`config.mk`:
```
export PLATFORM = sky130hd
export DESIGN_NAME = fft_peak_detect
export DESIGN_NICKNAME = d
export VERILOG_FILES = /design/src/rtl/fft_peak_detect.sv
export SDC_FILE = /design/constraint.sdc
export NUM_CORES = 2
export LEC_CHECK = 0
export CORE_UTILIZATION = 30
export CTS_CLUSTER_DIAMETER = 80
export CTS_CLUSTER_SIZE = 25
export DETAILED_ROUTE_END_ITERATION = 6
export GPL_ROUTABILITY_DRIVEN = 1
export PLACE_DENSITY_LB_ADDON = 0.05
export SYNTH_ARGS = -nofsm -noshare
export SYNTH_HDL_FRONTEND = slang
export SYNTH_SLANG_ARGS = --single-unit
```
`constraint.sdc`:
```
create_clock -name clk -period 3 [get_ports clk]
set_input_delay 0.6 -clock clk [delete_from_list [all_inputs] [get_ports clk]]
set_output_delay 0.6 -clock clk [all_outputs]
set_load 0.01 [all_outputs]
```
`src/rtl/fft_peak_detect.sv`:
```
// fft_peak_detect
// Streaming spectrum analyser for the natural-order output of a 64-point FFT.
// Each accepted complex bin is squared and summed to |X|^2. A running search
// keeps the strongest bin and a running sum keeps the frame energy. At the end
// of every N-bin frame the results are published and frame_done pulses.
//
// Ports
//   clk          : single clock, rising edge
//   nrst         : asynchronous active-low reset
//   data_in      : bin value, re in [2*DW-1:DW], im in [DW-1:0], signed
//   in_valid     : data_in carries a bin this cycle
//   peak_bin     : index of the largest-magnitude bin of the last frame
//   peak_mag     : re^2+im^2 of that bin (unsigned)
//   frame_energy : sum of re^2+im^2 over all N bins of the last frame
//   frame_done   : one-cycle pulse, results updated on the same edge
module fft_peak_detect #(
    parameter int N       = 64,
    parameter int DW      = 16,
    parameter int SKIP_DC = 0
) (
    input  logic                         clk,
    input  logic                         nrst,
    input  logic [2*DW-1:0]              data_in,
    input  logic                         in_valid,
    output logic [$clog2(N)-1:0]         peak_bin,
    output logic [2*DW-1:0]              peak_mag,
    output logic [2*DW+$clog2(N)-1:0]    frame_energy,
    output logic                         frame_done
);

    localparam int LW = $clog2(N);
    localparam int EW = 2*DW + LW;
    localparam logic [LW-1:0] LAST_BIN  = LW'(N - 1);
    localparam logic [LW-1:0] FIRST_BIN = (SKIP_DC != 0) ? LW'(1) : '0;

    // Operands are sign-extended to the product width first so the squares
    // come out exact; the largest square (-2^(DW-1))^2 still fits.
    logic signed [DW-1:0]   reIn, imIn;
    logic signed [2*DW-1:0] reExt, imExt;

    assign reIn  = data_in[2*DW-1:DW];
    assign imIn  = data_in[DW-1:0];
    assign reExt = (2*DW)'(reIn);
    assign imExt = (2*DW)'(imIn);

    logic [LW-1:0]   cnt_q;
    logic            aValid_q;
    logic [LW-1:0]   aBin_q;
    logic [2*DW-1:0] reSq_q, imSq_q;
    logic            bValid_q;
    logic [LW-1:0]   bBin_q;
    logic [2*DW-1:0] mag_q;
    logic [2*DW-1:0] best_q, best_d;
    logic [LW-1:0]   bestBin_q, bestBin_d;
    logic [EW-1:0]   acc_q, acc_d;
    logic [LW-1:0]   peakBin_q;
    logic [2*DW-1:0] peakMag_q;
    logic [EW-1:0]   energy_q;
    logic            done_q;
    logic            publish;

    // Bin counter and stage A: squares are registered on the acceptance edge
    // together with the bin index they belong to.
    always_ff @(posedge clk or negedge nrst) begin
        if (!nrst) begin
            cnt_q    <= '0;
            aValid_q <= 1'b0;
            aBin_q   <= '0;
            reSq_q   <= '0;
            imSq_q   <= '0;
        end else begin
            aValid_q <= in_valid;
            if (in_valid) begin
                cnt_q  <= cnt_q + LW'(1);
                aBin_q <= cnt_q;
                reSq_q <= reExt * reExt;
                imSq_q <= imExt * imExt;
            end
        end
    end

    // Stage B: magnitude. Valid bits advance every clock, so a bin already in
    // flight always completes regardless of what in_valid does afterwards.
    always_ff @(posedge clk or negedge nrst) begin
        if (!nrst) begin
            bValid_q <= 1'b0;
            bBin_q   <= '0;
            mag_q    <= '0;
        end else begin
            bValid_q <= aValid_q;
            if (aValid_q) begin
                bBin_q <= aBin_q;
                mag_q  <= reSq_q + imSq_q;
            end
        end
    end

    // Stage C next state. Bin 0 restarts the energy sum and the first search
    // bin restarts the peak search, so a new frame can follow the last bin of
    // the previous one with no gap. Strict compare keeps the lowest index on
    // ties; with SKIP_DC the DC bin only contributes to energy.
    always_comb begin
        best_d    = best_q;
        bestBin_d = bestBin_q;
        acc_d     = acc_q;
        publish   = 1'b0;
        if (bValid_q) begin
            if (bBin_q == '0) begin
                acc_d = EW'(mag_q);
            end else begin
                acc_d = acc_q + EW'(mag_q);
            end
            if (!((SKIP_DC != 0) && (bBin_q == '0))) begin
                if ((bBin_q == FIRST_BIN) || (mag_q > best_q)) begin
                    best_d    = mag_q;
                    bestBin_d = bBin_q;
                end
            end
            publish = (bBin_q == LAST_BIN);
        end
    end

    // Stage C registers and the published results. Results are taken from the
    // next-state values so the last bin of the frame is included.
    always_ff @(posedge clk or negedge nrst) begin
        if (!nrst) begin
            best_q    <= '0;
            bestBin_q <= '0;
            acc_q     <= '0;
            peakBin_q <= '0;
            peakMag_q <= '0;
            energy_q  <= '0;
            done_q    <= 1'b0;
        end else begin
            best_q    <= best_d;
            bestBin_q <= bestBin_d;
            acc_q     <= acc_d;
            done_q    <= publish;
            if (publish) begin
                peakBin_q <= bestBin_d;
                peakMag_q <= best_d;
                energy_q  <= acc_d;
            end
        end
    end

    assign peak_bin     = peakBin_q;
    assign peak_mag     = peakMag_q;
    assign frame_energy = energy_q;
    assign frame_done   = done_q;

endmodule

```
### Word-level counts from Yosys, hierarchy flattened

Cells that the tools add are included.

| cells by class | value |
|---|---|
| reduce and logical (&&, ||, !) cells | 2 |
| magnitude comparators | 1 |
| equal/unequal tests | 1 |
| multiply operators | 2 |
| add/sub/neg operators | 3 |
| multiplexer cells | 7 |

Operator list:

| kind | number |
|---|---|
| $mux 38 | 2 |
| $mul 16x16->32 | 2 |
| $mux 32 | 2 |
| $add 38x32->38 | 1 |
| $add 32x32->32 | 1 |
| $gt 32x32->1 | 1 |
| $mux 6 | 2 |
| $add 6x1->6 const B | 1 |
| $eq 6x6->1 const B | 1 |
| $logic_not 6->1 | 1 |
| $logic_or 1x1->1 | 1 |
| $mux 1 | 1 |

| storage, ports and cells | value |
|---|---|
| input bits | 35 |
| register bits | 269 |
| logic and storage cells | 31 |
| output and inout port bits | 77 |

### Depth between registers and ports, before layout

| logic depth | value |
|---|---|
| depth in word-level cells | 4 |
| gate-level depth with buffers | 25 |
| gate-level depth less buffers | 24 |

### Worst setup path after synthesis

No wires, ideal clock.

| timing path | value |
|---|---|
| path kind | input to register |
| start point | in data_in[5] |
| end point | reg imSq_q[31] |
| stages | 22 |
| arrival | 6.438 ns |
| setup slack | -3.562 ns |
| path buffers | 2 |
| path through | clkbuf_1 -> clkbuf_1 -> nand2_1 -> fa_1 -> fa_1 -> fa_1 -> inv_1 -> fa_1 -> fa_1 -> inv_1 -> fa_1 -> inv_1 -> ha_1 -> a21o_1 -> a21o_1 -> a2111oi_0 -> o22a_1 -> o21ai_1 -> a211o_1 -> a21o_1 -> a21o_1 -> a211o_1 |

| between the ends | value |
|---|---|
| longest elaborated chain between the ends | 1 |

Ends and longest elaborated chain:

| item | line | source |
|---|---|---|
| start, declared | 23 | `input logic [2*DW-1:0] data_in,` |
| $mul 16x16->32 | 77 | `imSq_q <= imExt * imExt;` |
| end signal, assigned | 77 |  |
| end, declared | 49 | `logic [2*DW-1:0] reSq_q, imSq_q;` |

No other way between the ends.
A chain may end at the register's enable or synchronous reset.

### Final worst setup path

| timing path | value |
|---|---|
| start point | in data_in[4] |
| end point | reg imSq_q[29] |

Same word-level chain as after synthesis.

==> flow_summary_export.csv <==
group,metric,value,unit
timing,finalSetupTns,-113.70,ns
timing,worst_slack,-2.702,ns
global_route,grt_max_degree,93,
global_route,grt_util_met3,0.9386,%
floorplanning,io_pins,112,
layout,fin_nets,4785,
setup_path,crit_path_cell_trace,"buf_12, buf_8, nand2b_4, fa_1, inv_2, fa_1, fa_1, fa_1, fa_1, inv_1, fa_1, inv_2, ha_4, a21o_1, a2111oi_4, o22a_1, o21ai_2, a211o_1, a21o_1, xor2_1, mux2_4",
synth,synth_cell_types,72,
detailed_routing,drt_iter0_markers,797,
global_route,busiest_layer,"met2",
global_route,track_usage,16.90,%
detailed_routing,wl_per_cell,16.61,um
clock_tree,htree_levels,1,
layout,multi_input_area,25480,um^2
layout,register_area,6688,um^2
detailed_routing,drc_errors,0,
clock_tree,root_buffer,"clkbuf_16",
setup_path,required,3.44,ns
detailed_routing,vias_per_cell,4.559,
setup_path,cp_slowest_cell,"fa_1",
global_route,grt_antenna_before_repair,5,
layout,layout_common_cells,"inv_1 (586), buf_4 (559), fa_1 (422)",
place,portBuffers,111,
synth,postSynth.asyncResetShare,100.0,%
timing,tightest_slew,0.6363,ns
layout,fillCellCount,10320,
timing,finalClockSkew,0.02272,ns
setup_path,path_class,"in -> reg",
run_status,violations,"negative setup slack",
place,dp.cells,5231,
timing,finalWorstPathRequiredPeriod,5.702,ns
timing,max_freq,0.1754,GHz
synth,ys_seq_elements,267,
clock_tree,path_clk_slew,0.08,ns
synth,synth_top_area_cell,"fa_1",
layout,n_antenna_cell,0,
detailed_routing,routed_wl,89800,um
global_route,globalRouteMet2Util,30.81,%
clock_tree,cts_num_sinks,267,
floorplanning,coreArea,105100,um^2
synth,synth_top_cell_area_share,29.49,%
global_route,grt.overflow.total,0,
setup_path,cp_top_family,"adder cells",
setup_path,cpMostUsedCell,"fa_1",
setup_path,critical_path.max_fanout,6,
synth,synth_area_leaders,"fa_1 (29%), dfrtp_1 (21%), ha_1 (11%)",
global_route,grt_pass1_wl,146100,um
setup_path,critPathMaxStageDelay,0.55,ns
detailed_routing,drtAntennaViolNets,0,
layout,instances_no_fill,5407,
global_route,grt_pass1_vias,27330,
layout,fin_util,42.48,%
place,routabilityCongestion,0.8925,
timing,maxSlewViolCount,0,
synth,ys_warn_count,0,
setup_path,r2r_cells,13,
synth,syn-num-nets,4035,
place,dp_hpwl,73570,um
place,place_ws,-3.864,ns
timing,relSlewSlack,57.58,%
setup_path,worstSetupEndpointType,"flop",
setup_path,worstPathArrival,6.14,ns
clock_tree,cts_hold_buf,0,
floorplanning,start_util,30.23,%
timing,finalCritPeriodShare,190.1,%
worst_hold_path,hold_path_class,"in -> async",
floorplanning,dieArea,107200,um^2
setup_path,crit_buf_inv,5,
clock_tree,cts_made_buffers,21,
layout,drive_gt1_share,37.75,%
clock_tree,cts_tree,"yes",
layout,layout_commonest_cell,"inv_1",
detailed_routing,first_pass_iters,5,
synth,synth_cells,3251,
synth,synthesis.area,31770,um^2
run_status,run_status,"finished, violations left",
floorplanning,rows,119,
run,cap_violations,0,
detailed_routing,vias,24650,
clock_tree,cts_buffer_depth,3,
layout,syn2layout_area_growth,40.54,%
setup_path,crit_cells,21,
clock_tree,clk_latency,0.56,ns
timing,rsz0062_at_grt,"yes",
timing,hold_violations,0,
synth,yosysSeqAreaShare,21.03,%
floorplanning,die_x,327.4,um
synth,avgSynthCellArea,9.774,um^2
setup_path,crit_path_start_kind,"input pin",
floorplanning,die_h,327.4,um
timing,setup_violations,79,
global_route,grt_util_met1,22.42,%
synth,synth_edf_count,0,
synth,synthFlopType,"dfrtp_1",
==> registers in the layout, indices dropped and copies added (netlist names), 31 cells and up <==
register	flops
frame_energy	38
reSq_q	31
mag_q	32
best_q	32
acc_q	38
imSq_q	31
peak_mag	32
==> cell type report <==
class / count / share of cell area (%)
clock buffer: 24 / 1.224
tap: 1391 / 3.897
inverter: 684 / 5.831
timing repair buffer: 822 / 16.59
sequential: 267 / 14.98
multi-input combinational: 2205 / 57.07
clock inverter: 14 / 0.4119
==> what timing repair did <==
action	in CTS	in global routing
pin swaps	212	207
resized for setup	472	452
endpoints found under the hold margin	0	0
cloned	3	3
setup buffers	79	81
setup endpoints to repair	159	147
==> metrics by stage <==
| step | cell area, um^2 | hold slack [ns] |
|---|---|---|
| after global routing | 44660 | 0.06792 |
| after global placement | 39610 | 0.4571 |
| after floorplan | 32990 | 0.3044 |
| after CTS | 42340 | 0.04374 |
| after detailed placement | 39610 | 0.4670 |
| final | 44660 | 0.03831 |
==> cell usage after synthesis, types with 34 or more instances <==
master / count
inv_1: 679
ha_1: 281
fa_1: 468
xnor2_1: 97
o21ai_0: 76
dfrtp_1: 267
and2_1: 70
nor2_1: 194
xor2_1: 41
nand3_1: 34
a21o_1: 73
mux2_2: 162
nand2_1: 263
a21oi_1: 137
clkbuf_1: 82
==> routing by layer <==
metal  wire length (um)  up-vias  share of wire, %
li1                   -    11830                 -
met1              40280    12560                45
met4               1040        0               1.2
met3               1594       55               1.8
met2              46890      205                52
met5                  0        -                 0
==> cells by family (layout without fill, tap and decap cells) <==
group / count (synthesis) / in the layout / synth area share (%)
adders and majority gates: 749 / 749 / 40.55
buffers and inverters: 779 / 1544 / 9.226
xor gates and xnor gates: 138 / 138 / 3.804
AOI/OAI and AO/OA: 451 / 451 / 9.289
and+or+nand+nor: 696 / 696 / 10.08
DFF: 267 / 267 / 21.03
muxes: 171 / 171 / 6.025
==> path summary, 6_finish.rpt <==
| path | endpoint | startpoint | slack (ns) |
|---|---|---|---|
| max in group asynchronous | mag_q[30] | nrst | 2.19 |
| min | frame_energy[6] | nrst | 0.04 |
| min reg2reg | frame_energy[8] | frame_energy[8] | 0.48 |
| max | imSq_q[29] | data_in[4] | -2.70 |
| min in group clk | frame_energy[8] | frame_energy[8] | 0.48 |
| max reg2reg | peak_mag[13] | best_q[13] | -0.11 |
Power is left out: the tool's default activity adds up to more than one toggle a clock period on the data nets, which glitch-free logic cannot reach.
